**src/rtl/apb_requester_if.sv**
```systemverilog
// rtl/apb_requester_if.sv - command/response and APB signal bundle for apb_requester
interface apb_requester_if #(
    parameter int ADDR_WIDTH = 2,
    parameter int DATA_WIDTH = 8
);
    logic                  cmd_valid;
    logic                  cmd_ready;
    logic                  cmd_write;
    logic [ADDR_WIDTH-1:0] cmd_addr;
    logic [DATA_WIDTH-1:0] cmd_wdata;
    logic                  rsp_valid;
    logic [DATA_WIDTH-1:0] rsp_rdata;
    logic                  rsp_error;
    logic                  psel;
    logic                  penable;
    logic                  pwrite;
    logic [ADDR_WIDTH-1:0] paddr;
    logic [DATA_WIDTH-1:0] pwdata;
    logic [DATA_WIDTH-1:0] prdata;
    logic                  pready;

    modport master (
        input  cmd_valid, cmd_write, cmd_addr, cmd_wdata, prdata, pready,
        output cmd_ready, rsp_valid, rsp_rdata, rsp_error,
               psel, penable, pwrite, paddr, pwdata
    );

    modport slave (
        output cmd_valid, cmd_write, cmd_addr, cmd_wdata, prdata, pready,
        input  cmd_ready, rsp_valid, rsp_rdata, rsp_error,
               psel, penable, pwrite, paddr, pwdata
    );
endinterface

```
**src/rtl/apb_requester.sv**
```systemverilog
// rtl/apb_requester.sv - single-beat APB initiator with wait-state timeout
module apb_requester #(
    parameter int ADDR_WIDTH = 2,
    parameter int DATA_WIDTH = 8,
    parameter int TIMEOUT    = 15
) (
    input  logic               pclk,
    input  logic               preset,
    apb_requester_if.master    bus
);
    localparam int CW = (TIMEOUT > 0) ? $clog2(TIMEOUT + 1) : 1;
    localparam logic [CW-1:0] CNT_MAX = '1;
    localparam logic [CW-1:0] TO_VAL  = CW'(TIMEOUT);

    typedef enum logic [1:0] {IDLE, SETUP, ACCESS} state_t;

    state_t          state;
    state_t          next_state;
    logic [CW-1:0]   cnt;
    logic [CW-1:0]   cnt_inc;
    logic            done;
    logic            abort;

    assign bus.cmd_ready = (state == IDLE);
    assign cnt_inc       = (cnt == CNT_MAX) ? cnt : cnt + 1'b1;

    always_ff @(posedge pclk or posedge preset) begin
        if (preset) begin
            state <= IDLE;
        end else begin
            state <= next_state;
        end
    end

    // pready is checked before the timeout so a completion on the last allowed cycle wins
    always_comb begin
        next_state = state;
        done       = 1'b0;
        abort      = 1'b0;
        case (state)
            IDLE: begin
                if (bus.cmd_valid) next_state = SETUP;
            end
            SETUP: begin
                next_state = ACCESS;
            end
            ACCESS: begin
                if (bus.pready) begin
                    done       = 1'b1;
                    next_state = IDLE;
                end else if ((TIMEOUT != 0) && (cnt_inc == TO_VAL)) begin
                    abort      = 1'b1;
                    next_state = IDLE;
                end
            end
            default: next_state = IDLE;
        endcase
    end

    always_ff @(posedge pclk or posedge preset) begin
        if (preset) begin
            bus.psel      <= 1'b0;
            bus.penable   <= 1'b0;
            bus.pwrite    <= 1'b0;
            bus.paddr     <= '0;
            bus.pwdata    <= '0;
            bus.rsp_valid <= 1'b0;
            bus.rsp_rdata <= '0;
            bus.rsp_error <= 1'b0;
            cnt           <= '0;
        end else begin
            bus.psel      <= (next_state != IDLE);
            bus.penable   <= (next_state == ACCESS);
            bus.rsp_valid <= done | abort;
            if (state == IDLE && bus.cmd_valid) begin
                bus.pwrite <= bus.cmd_write;
                bus.paddr  <= bus.cmd_addr;
                bus.pwdata <= bus.cmd_write ? bus.cmd_wdata : '0;
                cnt        <= '0;
            end
            if (state == ACCESS && !bus.pready) begin
                cnt <= cnt_inc;
            end
            if (done) begin
                bus.rsp_rdata <= bus.pwrite ? '0 : bus.prdata;
                bus.rsp_error <= 1'b0;
            end else if (abort) begin
                bus.rsp_rdata <= '0;
                bus.rsp_error <= 1'b1;
            end
        end
    end
endmodule

```
**src/flat_wrapper.sv**
```systemverilog
// flat-port wrapper written by rule: the top's interface ports become plain ports
module apb_requester_flat 
#(
    parameter int ADDR_WIDTH = 2,
    parameter int DATA_WIDTH = 8,
    parameter int TIMEOUT    = 15
)
  (pclk, preset, bus_cmd_valid, bus_cmd_write, bus_cmd_addr, bus_cmd_wdata, bus_prdata, bus_pready, bus_cmd_ready, bus_rsp_valid, bus_rsp_rdata, bus_rsp_error, bus_psel, bus_penable, bus_pwrite, bus_paddr, bus_pwdata);
  apb_requester_if #(.ADDR_WIDTH(ADDR_WIDTH), .DATA_WIDTH(DATA_WIDTH)) bus_i ();
  input  logic pclk;
  input  logic preset;
  input wire logic [$bits(bus_i.cmd_valid)-1:0] bus_cmd_valid;
  input wire logic [$bits(bus_i.cmd_write)-1:0] bus_cmd_write;
  input wire logic [$bits(bus_i.cmd_addr)-1:0] bus_cmd_addr;
  input wire logic [$bits(bus_i.cmd_wdata)-1:0] bus_cmd_wdata;
  input wire logic [$bits(bus_i.prdata)-1:0] bus_prdata;
  input wire logic [$bits(bus_i.pready)-1:0] bus_pready;
  output wire logic [$bits(bus_i.cmd_ready)-1:0] bus_cmd_ready;
  output wire logic [$bits(bus_i.rsp_valid)-1:0] bus_rsp_valid;
  output wire logic [$bits(bus_i.rsp_rdata)-1:0] bus_rsp_rdata;
  output wire logic [$bits(bus_i.rsp_error)-1:0] bus_rsp_error;
  output wire logic [$bits(bus_i.psel)-1:0] bus_psel;
  output wire logic [$bits(bus_i.penable)-1:0] bus_penable;
  output wire logic [$bits(bus_i.pwrite)-1:0] bus_pwrite;
  output wire logic [$bits(bus_i.paddr)-1:0] bus_paddr;
  output wire logic [$bits(bus_i.pwdata)-1:0] bus_pwdata;
  assign bus_i.cmd_valid = bus_cmd_valid;
  assign bus_i.cmd_write = bus_cmd_write;
  assign bus_i.cmd_addr = bus_cmd_addr;
  assign bus_i.cmd_wdata = bus_cmd_wdata;
  assign bus_i.prdata = bus_prdata;
  assign bus_i.pready = bus_pready;
  assign bus_cmd_ready = bus_i.cmd_ready;
  assign bus_rsp_valid = bus_i.rsp_valid;
  assign bus_rsp_rdata = bus_i.rsp_rdata;
  assign bus_rsp_error = bus_i.rsp_error;
  assign bus_psel = bus_i.psel;
  assign bus_penable = bus_i.penable;
  assign bus_pwrite = bus_i.pwrite;
  assign bus_paddr = bus_i.paddr;
  assign bus_pwdata = bus_i.pwdata;
  apb_requester #(.ADDR_WIDTH(ADDR_WIDTH), .DATA_WIDTH(DATA_WIDTH), .TIMEOUT(TIMEOUT)) u_core (.pclk(pclk), .preset(preset), .bus(bus_i));
endmodule
```
**config.mk**
```make
export PLATFORM = sky130hd
export DESIGN_NAME = apb_requester_flat
export DESIGN_NICKNAME = d
export VERILOG_FILES = /design/src/rtl/apb_requester_if.sv /design/src/rtl/apb_requester.sv /design/src/flat_wrapper.sv
export SDC_FILE = /design/constraint.sdc
export NUM_CORES = 1
export LEC_CHECK = 0
export CORE_UTILIZATION = 45
export DETAILED_ROUTE_END_ITERATION = 16
export GPL_ROUTABILITY_DRIVEN = 1
export GPL_TIMING_DRIVEN = 0
export PLACE_DENSITY_LB_ADDON = 0.15
export SYNTH_ARGS = -nofsm -noshare
export SYNTH_HDL_FRONTEND = slang
export SYNTH_SLANG_ARGS = --single-unit
export TNS_END_PERCENT = 10
```
**constraint.sdc**
```tcl
create_clock -name pclk -period 3.1 [get_ports pclk]
set_input_delay 0.465 -clock pclk [delete_from_list [all_inputs] [get_ports pclk]]
set_output_delay 0.465 -clock pclk [all_outputs]
set_load 0.05 [all_outputs]
```
; Word level (Yosys, flattened, before mapping)
; Index checks and enable logic that the tools add are counted.
[totals]
reg_bits = 29
word_cells = 42
in_bits = 23
[classes]
mux = 18
n_eq_ne = 5
reduce_logical = 7
bitwise_logic = 1
addsub = 1
[ops]
columns = operator, n
row1 = 2-to-1 mux 8 bit, 4
row2 = 2-to-1 mux 4 bit, 3
row3 = "equality test 4 bit, second input constant", 2
row4 = 2-to-1 mux 1 bit, 7
row5 = 2-to-1 mux 2 bit, 3
row6 = one-hot mux 2 bit (3 select lines), 1
row7 = nonzero test 2 bit, 3
row8 = "adder 4 x 1 -> 4 bit, second input constant", 1
row9 = "equality test 2 bit, second input constant", 2
row10 = "equality test 2 x 1 -> 1 bit, second input constant", 1
row11 = logical AND 1 bit, 2
row12 = logical NOT 2 bit, 1
row13 = logical NOT 1 bit, 1
row14 = OR 1 bit, 1

; Logic depth before layout (Yosys ltp)
[logic_depth]
ltp_word = 8
mapped_depth = 5

; Least setup slack after synthesis
; OpenSTA, ideal clock, no wires.
[synth_path]
path_kind = register to output
start = reg u_core.state[0]
end = out bus_cmd_ready
t_required_ps = 2635
n_path_buf = 0
path_stages_with_launch = 2
t_arrival_ps = 1071
setup_slack_ps = 1564
path_cell_list = dfrtp_1 nor2_1
[synth_via]
elab_chain_cells = 1
[synth_lines]
columns = item, line_no
row1 = start: declaration, apb_requester.sv:17  ; state_t state;
row2 = start signal: assignment, apb_requester.sv:31  ; state <= next_state;
row3 = logical NOT 2 bit, apb_requester.sv:24  ; assign bus.cmd_ready = (state == IDLE);
row4 = end: declaration, flat_wrapper.sv:18  ; output wire logic [$bits(bus_i.cmd_ready)-1:0] bus_cmd_ready;
; No other way between the ends.

; Worst setup path in the final report
; Ends and elaborated chain as after synthesis.

==> impl_metrics.env <==
export IMPL_run_status="finished, final reports clean"
export IMPL_place_hpwl_um=2006
export IMPL_worstPathMaxFanout=7
export IMPL_insertion_delay_ps=310
export IMPL_nFillCells=201
export IMPL_dp_slack_ps=1124
export IMPL_worstSetupPathType="reg -> out"
export IMPL_max_slew_margin_pct=28.89
export IMPL_clockBufferDepth=2
export IMPL_start_util_pct=49.37
export IMPL_hold_slack_ps=482.4
export IMPL_ys_ff_latch=29
export IMPL_numClockSinks=29
export IMPL_design_area_um2=1810
export IMPL_cts_buffers=5
export IMPL_slew_viol_final=0
export IMPL_synth_compound_area_share_pct=16.88
export IMPL_synth_fa_ha_area_share_pct=0.9872
export IMPL_synthArstFlopShare_pct=100.0
export IMPL_grt_pass1_wl_um=4029
export IMPL_dpl_cell_count=198
export IMPL_grt_use_total_pct=19.37
export IMPL_hold_violations=0
export IMPL_rsz0062_at_grt="no"
export IMPL_tightest_slew_ps=1065
export IMPL_antenna_found_initial=0
export IMPL_synth_area_mux_share_pct=3.751
export IMPL_rows=18
export IMPL_synth_warning_count=0
export IMPL_crit_arrival_ps=1670
export IMPL_synth_edf_count=0
export IMPL_fin_crit_sh_pct=68.99
export IMPL_hp_class="reg -> reg"
export IMPL_coreArea_um2=2567
export IMPL_pin_count=47
export IMPL_finalWirelength_um=2703
export IMPL_post_cts_setup_buffers=0
export IMPL_drtAntennaViolNets=0
export IMPL_vias=1069
export IMPL_port_buffers=45
export IMPL_critPathLaunchType="register"
export IMPL_synth_nets=147
export IMPL_p_total_mw=2.012
export IMPL_required_ps=2630
export IMPL_grt_max_degree=30
export IMPL_die_area_um2=3033
export IMPL_stdcell_count=205
export IMPL_syn_avg_cell_area_um2=10.30
export IMPL_setup_tns_ps=0
export IMPL_synth_ff_type="dfrtp_1"
export IMPL_ys_seq_area_share_pct=57.26
export IMPL_dr_pass1_iters=4
export IMPL_cts_resized=0
export IMPL_syn_area_um2=1267
export IMPL_cp_end_kind="output port"
export IMPL_yosys_area_top_type_share_pct=57.26
export IMPL_wl_per_cell_um=13.19
export IMPL_yosys_area_share_xor_xnor_pct=0.6910
export IMPL_die_h_um=55.07
export IMPL_die_x_um=55.07
export IMPL_setup_viol=0
export IMPL_viasPerCell=5.215
export IMPL_p_leak_nw=0.8373
export IMPL_powerDensity_nw_per_um2=1111
export IMPL_final_nets=199
export IMPL_cts_hold_fix_buffers=0
export IMPL_n_antenna_cell=0
export IMPL_grt_pass1_vias=947
export IMPL_ys_types=35
export IMPL_syn_to_final_growth_pct=42.84
export IMPL_clock_fmax_ghz=0.4676
export IMPL_drv_cap=0
export IMPL_synthTopCellsByArea="dfrtp_1 (57%), o21ai_0 (7.1%), nand2_1 (5.9%)"
export IMPL_drc=0
export IMPL_htree_levels=2
export IMPL_min_path_cells=2
export IMPL_fin_ws_ps=961.3
export IMPL_cts_root_buf="clkbuf_4"
export IMPL_drtIter0Drc=33
export IMPL_r2r_cells=5
export IMPL_synth_top_family_by_area="compound AO/OA/AOI/OAI gates"
export IMPL_clk_pin_slew_ps=90
export IMPL_synth_cells=123
export IMPL_skew_ps=10.84
export IMPL_synth_simple_area_share_pct=13.92
export IMPL_vdd_ir_drop_max_v=0.0008169
export IMPL_overflow=0
export IMPL_finalCriticalPeriod_ps=2139
export IMPL_yosys_area_top_type="dfrtp_1"
export IMPL_gp_congestion=0.8429
export IMPL_dpl_cell_area_um2=1755
export IMPL_final_util_pct=70.52
export IMPL_cts_tree="built"
export IMPL_drive_above_1_share_pct=8.571
worst max-delay path, cell delays in order, from the launching register on:
cell	delay [ps]
dfrtp_1	430
nor2_1	110
clkdlybuf4s50_1	810
layout make-up:
| cell class | instances | area, µm² | area share, % |
|---|---|---|---|
| repair buffers | 45 | 450.4 | 24.88 |
| inverters | 12 | 45.04 | 2.488 |
| well taps | 30 | 37.54 | 2.073 |
| multi-input cells | 75 | 459.2 | 25.36 |
| plain buffers | 7 | 37.54 | 2.073 |
| clock buffers | 7 | 55.05 | 3.041 |
| flip-flops and latches | 29 | 725.7 | 40.08 |
registers in the layout (all words and copies together), names as in the netlist:
register and count:
u_core.bus.rsp_valid 1, u_core.state 2, u_core.bus.pwrite 1, u_core.bus.rsp_error 1
u_core.bus.paddr 2, u_core.bus.penable 1, u_core.bus.psel 1, u_core.bus.rsp_rdata 8
u_core.bus.pwdata 8, u_core.cnt 4
cells in the mapped netlist, drive strengths merged, types with 2 or more instances:
master  number
nand2       20
mux2         3
dfrtp       29
a22oi        8
o221ai       2
inv         12
nand3        2
clkbuf       2
buf          5
nor2         2
o21ai       18
worst paths after layout:
kind / start / end / slack (ps)
setup / recovery: u_core.state[0]$_DFF_PP0_ / bus_cmd_ready / 960
hold / removal: u_core.bus.pwdata[1]$_DFFE_PP0P_ / u_core.bus.pwdata[1]$_DFFE_PP0P_ / 480
setup reg to reg: u_core.cnt[0]$_DFFE_PP0P_ / u_core.bus.rsp_rdata[5]$_DFFE_PP0P_ / 1480
hold reg to reg: u_core.bus.pwdata[1]$_DFFE_PP0P_ / u_core.bus.pwdata[1]$_DFFE_PP0P_ / 480
max in group asynchronous: preset / u_core.cnt[1]$_DFFE_PP0P_ / 1730
min in group asynchronous: preset / u_core.bus.rsp_rdata[0]$_DFFE_PP0P_ / 720
kinds of logic (layout without fill, tap and decap cells):
| logic type | Yosys count | after routing |
|---|---|---|
| buf+inv | 19 | 71 |
| simple gates | 35 | 35 |
| mux | 4 | 4 |
| flops | 29 | 29 |
| fa+ha+maj | 1 | 1 |
| xor+xnor | 1 | 1 |
| compound gates | 34 | 34 |
metal layers:
| metal | part of all wire (%) | GRT usage, % |
|---|---|---|
| met1 | 45 | 23.60 |
| met2 | 47 | 31.12 |
| met5 | 0 | 0 |
| met3 | 7.0 | 7.923 |
| met4 | 1.3 | 6.250 |
power by group:
part	total (mW)	switching, mW	internal, mW
registers	0.641	0.107	0.534
clock network	0.220	0.114	0.107
logic	1.15	0.738	0.413
cell usage in the layout (no fill, tap or decap), drive strengths merged, types with 2 or more instances in the layout:
master and count:
clkdlybuf4s50 45, dfrtp 29, nand2 20, o21ai 18, inv 12, clkbuf 9, a22oi 8, buf 5
mux2 3, nand3 2, o221ai 2, nor2 2
Note: power is estimated with default switching activity, not from simulation.
